<file path="config.mk">
export PLATFORM = sky130hd
export DESIGN_NAME = plm_port_arbiter
export DESIGN_NICKNAME = d
export VERILOG_FILES = /design/src/rtl/plm_port_arbiter.sv
export SDC_FILE = /design/constraint.sdc
export NUM_CORES = 1
export LEC_CHECK = 0
export CELL_PAD_IN_SITES_DETAIL_PLACEMENT = 1
export CELL_PAD_IN_SITES_GLOBAL_PLACEMENT = 2
export CORE_MARGIN = 2
export CORE_UTILIZATION = 10
export DETAILED_ROUTE_END_ITERATION = 8
export GPL_TIMING_DRIVEN = 0
export PLACE_DENSITY_LB_ADDON = 0.1
export SYNTH_ARGS = -nofsm -noshare
export SYNTH_HDL_FRONTEND = slang
export SYNTH_SLANG_ARGS = --single-unit
export TNS_END_PERCENT = 30
</file>
<file path="constraint.sdc">
create_clock -name clk -period 1.2 [get_ports clk]
set_input_delay 0.24 -clock clk [delete_from_list [all_inputs] [get_ports clk]]
set_output_delay 0.24 -clock clk [all_outputs]
set_load 0.02 [all_outputs]
</file>
<file path="src/rtl/plm_port_arbiter.sv">
// Purpose: round-robin arbiter sharing one single-port PLM bank among NCONSUMERS requesters.
// Latency: grant/bank drive combinational; read response PLM_LATENCY cycles after acceptance.
// Backpressure: req_ready grants at most one consumer per cycle; responses cannot be stalled.
//
// Ports:
//   clk, reset             clock and synchronous active-high reset
//   req_valid/req_wr       per-consumer request valid and write flag
//   req_addr/req_wdata     packed per-consumer address/write data (consumer i at slice i)
//   req_ready              one-hot (or zero) grant; a request is accepted on valid & ready
//   plm_en/wr/addr/wdata   bank port drive, all zero when nothing is granted
//   plm_rdata              bank read data, PLM_LATENCY cycles after a read access
//   rsp_valid/rsp_data     one-hot read-response strobe and shared read data
//   grant_count            per-consumer saturating accepted-request counters (optional)
// Optional feature: define PLM_ARB_STATS_EN to add the grant_count port and its counters.
module plm_port_arbiter #(
  parameter int ADDR_WIDTH  = 4,
  parameter int VALUE_WIDTH = 8,
  parameter int NCONSUMERS  = 2,
  parameter int PLM_LATENCY = 1
) (
  input  logic                              clk,
  input  logic                              reset,
  input  logic [NCONSUMERS-1:0]             req_valid,
  input  logic [NCONSUMERS-1:0]             req_wr,
  input  logic [NCONSUMERS*ADDR_WIDTH-1:0]  req_addr,
  input  logic [NCONSUMERS*VALUE_WIDTH-1:0] req_wdata,
  output logic [NCONSUMERS-1:0]             req_ready,
  output logic                              plm_en,
  output logic                              plm_wr,
  output logic [ADDR_WIDTH-1:0]             plm_addr,
  output logic [VALUE_WIDTH-1:0]            plm_wdata,
  input  logic [VALUE_WIDTH-1:0]            plm_rdata,
  output logic [NCONSUMERS-1:0]             rsp_valid,
  output logic [VALUE_WIDTH-1:0]            rsp_data
`ifdef PLM_ARB_STATS_EN
  ,
  output logic [NCONSUMERS*16-1:0]          grant_count
`endif
);

  localparam int ID_W = (NCONSUMERS > 1) ? $clog2(NCONSUMERS) : 1;

  logic [ID_W-1:0] pivot;
  logic            gnt_any;
  logic [ID_W-1:0] gnt_id;

  // Search starting at the pivot, wrapping at NCONSUMERS (not 2^ID_W).
  always_comb begin
    int idx;
    idx     = 0;
    gnt_any = 1'b0;
    gnt_id  = '0;
    for (int k = 0; k < NCONSUMERS; k++) begin
      idx = int'(pivot) + k;
      if (idx >= NCONSUMERS) idx = idx - NCONSUMERS;
      if (!gnt_any && req_valid[ID_W'(idx)]) begin
        gnt_any = 1'b1;
        gnt_id  = ID_W'(idx);
      end
    end
    // Nothing is granted while reset is held.
    if (reset) gnt_any = 1'b0;
  end

  always_comb begin
    req_ready = '0;
    plm_en    = 1'b0;
    plm_wr    = 1'b0;
    plm_addr  = '0;
    plm_wdata = '0;
    if (gnt_any) begin
      req_ready[gnt_id] = 1'b1;
      plm_en            = 1'b1;
      plm_wr            = req_wr[gnt_id];
      plm_addr          = req_addr[int'(gnt_id)*ADDR_WIDTH +: ADDR_WIDTH];
      plm_wdata         = req_wdata[int'(gnt_id)*VALUE_WIDTH +: VALUE_WIDTH];
    end
  end

  always_ff @(posedge clk) begin
    if (reset) begin
      pivot <= '0;
    end else if (gnt_any) begin
      pivot <= (int'(gnt_id) == NCONSUMERS - 1) ? '0 : gnt_id + 1'b1;
    end
  end

  // Response pipe tracks which consumer owns each in-flight read.
  logic [PLM_LATENCY-1:0] pipe_vld;
  logic [ID_W-1:0]        pipe_id [PLM_LATENCY];

  always_ff @(posedge clk) begin
    if (reset) begin
      pipe_vld <= '0;
      for (int i = 0; i < PLM_LATENCY; i++) pipe_id[i] <= '0;
    end else begin
      pipe_vld[0] <= gnt_any && !req_wr[gnt_id];
      pipe_id[0]  <= gnt_id;
      for (int i = 1; i < PLM_LATENCY; i++) begin
        pipe_vld[i] <= pipe_vld[i-1];
        pipe_id[i]  <= pipe_id[i-1];
      end
    end
  end

  // Gated with reset so a read due in the reset cycle is also dropped.
  always_comb begin
    rsp_valid = '0;
    rsp_data  = '0;
    if (!reset && pipe_vld[PLM_LATENCY-1]) begin
      rsp_valid[pipe_id[PLM_LATENCY-1]] = 1'b1;
      rsp_data                          = plm_rdata;
    end
  end

`ifdef PLM_ARB_STATS_EN
  logic [15:0] cnt [NCONSUMERS];

  always_ff @(posedge clk) begin
    if (reset) begin
      for (int i = 0; i < NCONSUMERS; i++) cnt[i] <= '0;
    end else if (gnt_any && cnt[gnt_id] != 16'hFFFF) begin
      cnt[gnt_id] <= cnt[gnt_id] + 16'd1;
    end
  end

  always_comb begin
    grant_count = '0;
    for (int i = 0; i < NCONSUMERS; i++) grant_count[i*16 +: 16] = cnt[i];
  end
`endif

endmodule

</file>
# After elaboration in Yosys (flattened, before gate mapping)
# Memory sizes are Yosys's and may differ from the RTL's.
# Index checks and enable logic that the tools add are counted.
# totals
reg_bits	2
ramBits	1
out_inout_bits	26
mem_count	1
# memory_table
name	depth	width	read_ports	rd_ports_with_merged_regs	wr	line_no	rtl
pipe_id	1	1	1	0	1	90	logic [ID_W-1:0] pipe_id [PLM_LATENCY];
# op_classes
n_addsub	4
order_cmp	8
shifts	2
mux	30
n_reduce_logical	9
# ops
cell	count
1-bit two-way mux	23
8-bit two-way mux	2
16-bit by 5-bit indexed part select with 8-bit output	1
8-bit by 4-bit indexed part select with 4-bit output	1
1-bit by 3-bit < comparator with 1-bit output, second input constant	2
1-bit logical AND	5
1-bit by 2-bit < comparator with 1-bit output, second input constant	2
2-bit two-way mux	2
4-bit two-way mux	1
1-bit zero test	3
1-bit by 1-bit adder with 2-bit output, second input constant	1
1-bit demux with 1-bit select	2
1-bit greater-or-equal comparator, second input constant	2
1-bit by 2-bit greater-or-equal comparator with 1-bit output, second input constant	1
2-bit greater-or-equal comparator, second input constant	1
1-bit subtractor, second input constant	2
1-bit adder, second input constant	1
1-bit OR reduction	1

# Logic depth before layout (Yosys ltp)
# Gate-level depths: netlist of the first run.
# depth
ltp_word	14
mapped_depth	4
depth_no_buf	2

# Worst setup path before layout of the first run
# No wires, ideal clock.
# synth_path
kind	register to output
start	register pipe_vld
end	output rsp_valid[0]
arrival_time_ps	950
required_ps	960
slack_ps	10
stages_incl_launch_ff	3
n_path_buf	0
cell_sequence	dfxtp_1 > nor2b_1 > nor2b_1
# synth_via
elab_chain_len	2
# synth_lines
item	line_no	rtl
from (decl)	89	logic [PLM_LATENCY-1:0] pipe_vld;
from (signal, indexed assignment)	100	pipe_vld[i] <= pipe_vld[i-1];
1-bit logical AND	110	if (!reset && pipe_vld[PLM_LATENCY-1]) begin
2-bit two-way mux	110	
to (decl)	33	output logic [NCONSUMERS-1:0] rsp_valid,
# No other way between the ends.

# Worst setup path in the final report of the first run
# layout_path
start	register pivot
end	output plm_wr
# layout_via
elab_chain_len	7
word_cells_on_any_way	12
cone_classes	add/sub (3); order compare (2); mux (7)
# layout_lines
item	line_no	rtl
from (decl)	43	logic [ID_W-1:0] pivot;
from (signal assigned)	84	pivot <= (int'(gnt_id) == NCONSUMERS - 1) ? '0 : gnt_id + 1'b1;
1-bit by 1-bit adder with 2-bit output (tied with other cells)	54	idx = int'(pivot) + k;
2-bit greater-or-equal comparator (tied with other cells)	55	if (idx >= NCONSUMERS) idx = idx - NCONSUMERS;
1-bit two-way mux, on equally long branches	55, 56	
1-bit two-way mux (*)	56	if (!gnt_any && req_valid[ID_W'(idx)]) begin
1-bit two-way mux (implied by the code) (*) (2 in series)	74	plm_wr = req_wr[gnt_id];
1-bit two-way mux (*)	71	if (gnt_any) begin
to (decl)	29	output logic plm_wr,
# Every way passes the cells marked *; elsewhere a longest branch is shown, timed or not. The select of a mux whose other input is x is not followed.

==> impl_metrics.csv, run 1 <==
group,metric,value,unit
clock_network,root_buffer,"clkbuf_8",
cells_and_area,layout.cells.most_common,"clkdlybuf4s50_1",
grt,grt_use_met3,0.0115,
worst_setup_path,critical_path_class,"flop to output port",
yosys,syn-cell-area,412,µm²
worst_setup_path,crit_arrival,1200,ps
yosys,ys_types,12,
die,pin_count,64,
placed_design,dpl.hpwl,1.54,mm
yosys,synth.largest_area_cell,"mux2i_1",
hold_path,hold_class,"input pin to flop",
status,status,"complete, but fails checks",
die,core_area,3970,µm²
timing,slew_violations,0,
route,vias,624,
route,drt-vias-per-instance,3.51,
clock_network,cts.sinks,3,
timing,hold_violations,0,
placed_design,placed_area,1090,µm²
cells_and_area,fillers,486,
yosys,synthTopCellsByArea,"mux2i_1 (32%), nor2_1 (16%), dfxtp_1 (15%)",
route,first_pass_iters,2,
cells_and_area,syn_to_final_growth,203,%
placed_design,port_buffers,62,
placed_design,gp_congestion,0.571,
route,ant_nets,0,
route,wire_per_inst,11.2,µm
die,die-width,68.2,µm
yosys,seq_area_frac_synth,0.146,
worst_setup_path,cp-start-kind,"flop",
power,report.power.total,0.842,mW
placed_design,post-place-ws,-959,ps
timing,fin_worst_skew,0.258,ps
grt,grt_pass1_vias,595,
timing,period_needed,1440,ps
grt,grt_busiest_layer,"met2",
cells_and_area,drive_gt1_frac,0.414,
timing,finalCritPeriodShare,1.20,
route,routed_wl,1.99,mm
yosys,syn_avg_cell_area,7.77,µm²
cells_and_area,fin_nets,167,
clock_network,cts_max_level,1,
route,drc,0,
power,ir_drop,208,µV
grt,grt_usage,0.0801,
yosys,ys_warn_count,0,
yosys,ys_ff_latch,3,
status,violations,"setup timing",
timing,slew_headroom,0.895,
yosys,synth_top_area_share,0.316,
clock_network,clkLatencyLatePin,210,ps
worst_setup_path,end_kind,"output port",
power,power.leakage,0.565,nW
cells_and_area,final_cell_mix,"clkdlybuf4s50_1 (34), buf_4 (19), nor2_1 (16), mux2i_1 (12), buf_6 (10)",
timing,clock.fmax,693,MHz
yosys,syn_inst,53,
power,powerDensity,676,nW/µm²
timing,worstMarginPinSlew,153,ps
grt,grt_pass1_wl,2.73,mm
die,die-area,4650,µm²
clock_network,clk_pin_slew,30,ps
clock_network,tritoncts,"yes",
timing,setup_ws,-243,ps
die,die_y,68.2,µm
cells_and_area,insertedDiodeCount,0,
grt,antenna_found_initial,0,
timing,setup_viol,26,
cells_and_area,post-route-cell-area,1250,µm²
worst_setup_path,worstPathRequired,960,ps
die,placementRows,23,
clock_network,cts_buffer_depth,2,
clock_network,cts_hold_buf,0,
timing,rsz0062_at_grt,"yes",
placed_design,dp_cells,165,
grt,use_met1,0.0793,
grt,gr-total-overflow,0,
cells_and_area,layout.cells.non_filler,178,
yosys,syn_nets,91,
die,initial_core_util,0.104,
worst_setup_path,crit_fanout,7,
grt,grt_util_met2,0.157,
route,drt-initial-drc-count,14,
job,cap_violations,0,
clock_network,cts_buffers,3,
grt,grt_max_degree,11,
[routing by layer]
metal	wire length (µm)	part of all wire
met5	0	0
met4	0	0
met3	179	0.090
met2	1140	0.57
met1	677	0.34
[stage by stage]
step	setup TNS (ps)	hold slack, ps	util
6_report	-3640	402	0.314
5_1_grt	-5150	408	0.314
4_1_cts	-3900	404	0.290
3_5_place_dp	-23280	743	0.276
3_3_place_gp	-23310	743	0.276
2_1_floorplan	0	312	-
[timing repair]
action,4_1_cts,5_1_grt
setup buffers,3,4
cloned,1,1
pin swaps,2,2
setup endpoints to repair,26,26
gates resized for setup,142,10
[final cells by class]
cell class | count | area (µm²) | share of cell area
clock buffers | 4 | 45.0 | 0.0361
repair buffers | 70 | 669 | 0.537
plain buffers | 4 | 61.3 | 0.0492
inverters | 2 | 7.51 | 0.00602
multi-input cells | 45 | 338 | 0.271
well taps | 50 | 62.6 | 0.0502
flip-flops and latches | 3 | 62.6 | 0.0502
[cell families after synthesis]
kind of cell,count (synthesis),share of synthesized area
multiplexers,13,0.316
buffers and inverters,6,0.158
AND/OR/NAND/NOR,30,0.359
flip-flops,3,0.146
XOR/XNOR,1,0.0213
[state kept, by name, indices dropped and copies added, names as in the netlist]
register  cells
pipe_id       1
pipe_vld      1
pivot         1
[cell usage after synthesis]
library cell and instances:
and2_1 9, buf_6 2, nor2_1 17, inv_1 2
nand2b_1 1, buf_12 1, mux2i_1 13, dfxtp_1 3
and2b_2 1, nor2b_1 2, xnor2_1 1, buf_8 1
[final timing paths]
kind / endpoint / slack [ps] / start / depth (start not counted)
setup / recovery: plm_wr / -240 / pivot / 5
hold / removal: pivot / 400 / reset / 2
setup reg to reg: pipe_vld / 150 / pivot / 4
hold reg to reg: pipe_id[0] / 750 / pivot / 4
[critical path, stage by stage (launching register included)]
cell	delay [ps]
dfxtp_2	310
buf_8	130
buf_12	120
mux2i_4	180
nor2_2	120
buf_6	120
[report_power, final]
part / leakage (nW) / switching (mW) / internal (mW)
registers: 0.0253 / 0.00372 / 0.108
clock network: 0.0228 / 0.0633 / 0.226
logic: 0.517 / 0.161 / 0.279
total: 0.565 / 0.228 / 0.613
No activity file was read; power rests on OpenSTA's default activity.
==> run 2, diff against run 1 <==
- CAP_MARGIN: default -> 10
- HOLD_SLACK_MARGIN: default -> 0.15
==> results of run 2 <==
Same layout as run 1: the final DEF is identical, and so are final timing and power.
==> run 3, diff against run 2 <==
- SETUP_SLACK_MARGIN: default -> 0.15
==> impl_metrics.csv, run 3 (synthesis results as in run 1) <==
group,metric,value,unit
status,status,"complete, but fails checks",
status,violations,"setup timing",
clock_network,cts_max_level,1,
grt,grt_usage,0.0832,
timing,period_needed,1440,ps
cells_and_area,drive_gt1_frac,0.539,
die,core_area,3970,µm²
timing,finalCritPeriodShare,1.20,
die,die-width,68.2,µm
worst_setup_path,rr_startpoint,"pivot",
clock_network,cts_buffers,3,
clock_network,clkLatencyLatePin,220,ps
worst_setup_path,critical_path_class,"flop to output port",
cells_and_area,syn_to_final_growth,224,%
placed_design,gp_congestion,0.626,
power,ir_drop,214,µV
power,power.leakage,0.578,nW
timing,fin_worst_skew,1.40,ps
worst_setup_path,crit_fanout,5,
placed_design,port_buffers,62,
route,drt-vias-per-instance,3.67,
route,first_pass_iters,2,
route,ant_nets,0,
die,initial_core_util,0.104,
grt,grt_pass1_vias,634,
power,powerDensity,659,nW/µm²
clock_network,cts_hold_buf,0,
timing,clock.fmax,692,MHz
die,die-area,4650,µm²
cells_and_area,fin_nets,167,
cells_and_area,final_cell_mix,"clkdlybuf4s50_1 (34), buf_6 (22)",
hold_path,min_from,"reset",
clock_network,cts.sinks,3,
worst_setup_path,worstPathRequired,960,ps
timing,slew_violations,0,
die,placementRows,23,
route,drc,0,
worst_setup_path,startpoint,"pivot",
placed_design,post-place-ws,-1070,ps
grt,gr-total-overflow,0,
job,cap_violations,0,
timing,rsz0062_at_grt,"yes",
cells_and_area,fillers,454,
timing,hold_violations,0,
route,drt-initial-drc-count,7,
grt,antenna_found_initial,0,
cells_and_area,post-route-cell-area,1340,µm²
timing,setup_tns,-3810,ps
timing,worstMarginPinSlew,158,ps
worst_setup_path,crit_arrival,1200,ps
grt,grt_max_degree,11,
route,routed_wl,2.05,mm
placed_design,placed_area,1120,µm²
die,pin_count,64,
cells_and_area,reg_top3,"pipe_id (1), pipe_vld (1), pivot (1)",
clock_network,root_buffer,"clkbuf_8",
timing,setup_ws,-245,ps
worst_setup_path,end_kind,"output port",
die,die_y,68.2,µm
clock_network,clk_pin_slew,30,ps
clock_network,cts_buffer_depth,2,
hold_path,hold_class,"input pin to flop",
cells_and_area,layout.cells.most_common,"clkdlybuf4s50_1",
grt,grt_pass1_wl,2.83,mm
timing,setup_viol,26,
worst_setup_path,cp-start-kind,"flop",
cells_and_area,insertedDiodeCount,0,
route,vias,653,
clock_network,tritoncts,"yes",
placed_design,dpl.hpwl,1.47,mm
route,wire_per_inst,11.5,µm
timing,slew_headroom,0.892,
-- run 3: final timing paths --
check	slack (ps)	cells after the start	to
worst min register to register	750	3	pipe_vld
worst max-delay path	-240	5	plm_addr[2]
worst min-delay path	290	2	pivot
worst max register to register	160	5	pivot
-- run 3: repair_timing --
action,in CTS,in global routing
setup endpoints to repair,28,26
pin swaps,5,2
gates resized for setup,155,20
cloned,1,1
buffers inserted,6,1
-- run 3: metrics by stage --
step | cells | hold WS (ps) | total power, mW | utilization
final | 178 | 286 | 0.880 | 0.336
after global routing | 178 | 314 | 0.925 | 0.336
after CTS | 176 | 282 | 0.825 | 0.312
after detailed placement | 165 | 768 | 0.501 | 0.283
after global placement | 165 | 764 | 0.495 | 0.283
after floorplan | 53 | 312 | 0.295 | -
-- run 3: layer usage --
metal / part of all wire / vias up / GRT usage
met1: 0.35 / 302 / 0.0775
li1: - / 318 / -
met5: 0 / - / 0
met2: 0.55 / 31 / 0.164
met4: 0.00098 / 0 / 0.0300
met3: 0.097 / 2 / 0.0296
-- run 3: cell type report --
cell class,instances,area [µm²],share of cell area
Inverter,2,7.51,0.00562
Clock buffer,4,45.0,0.0337
Sequential cell,3,62.6,0.0469
Timing Repair Buffer,70,692,0.518
Buffer,4,66.3,0.0497
Multi-Input combinational cell,45,399,0.299
Tap cell,50,62.6,0.0469
-- run 3: critical path, cell delays in order, from the launching register on --
cell,delay (ps)
dfxtp_2,320
buf_8,130
clkbuf_16,150
mux2i_1,200
nor2_2,50
buf_6,130
-- run 3: power by group --
group          leakage, nW  switching [mW]  total [mW]  internal [mW]
sequential          0.0253         0.00448       0.113          0.108
clock               0.0228          0.0701       0.297          0.227
combinational        0.529           0.178       0.470          0.292
total                0.578           0.253       0.880          0.627
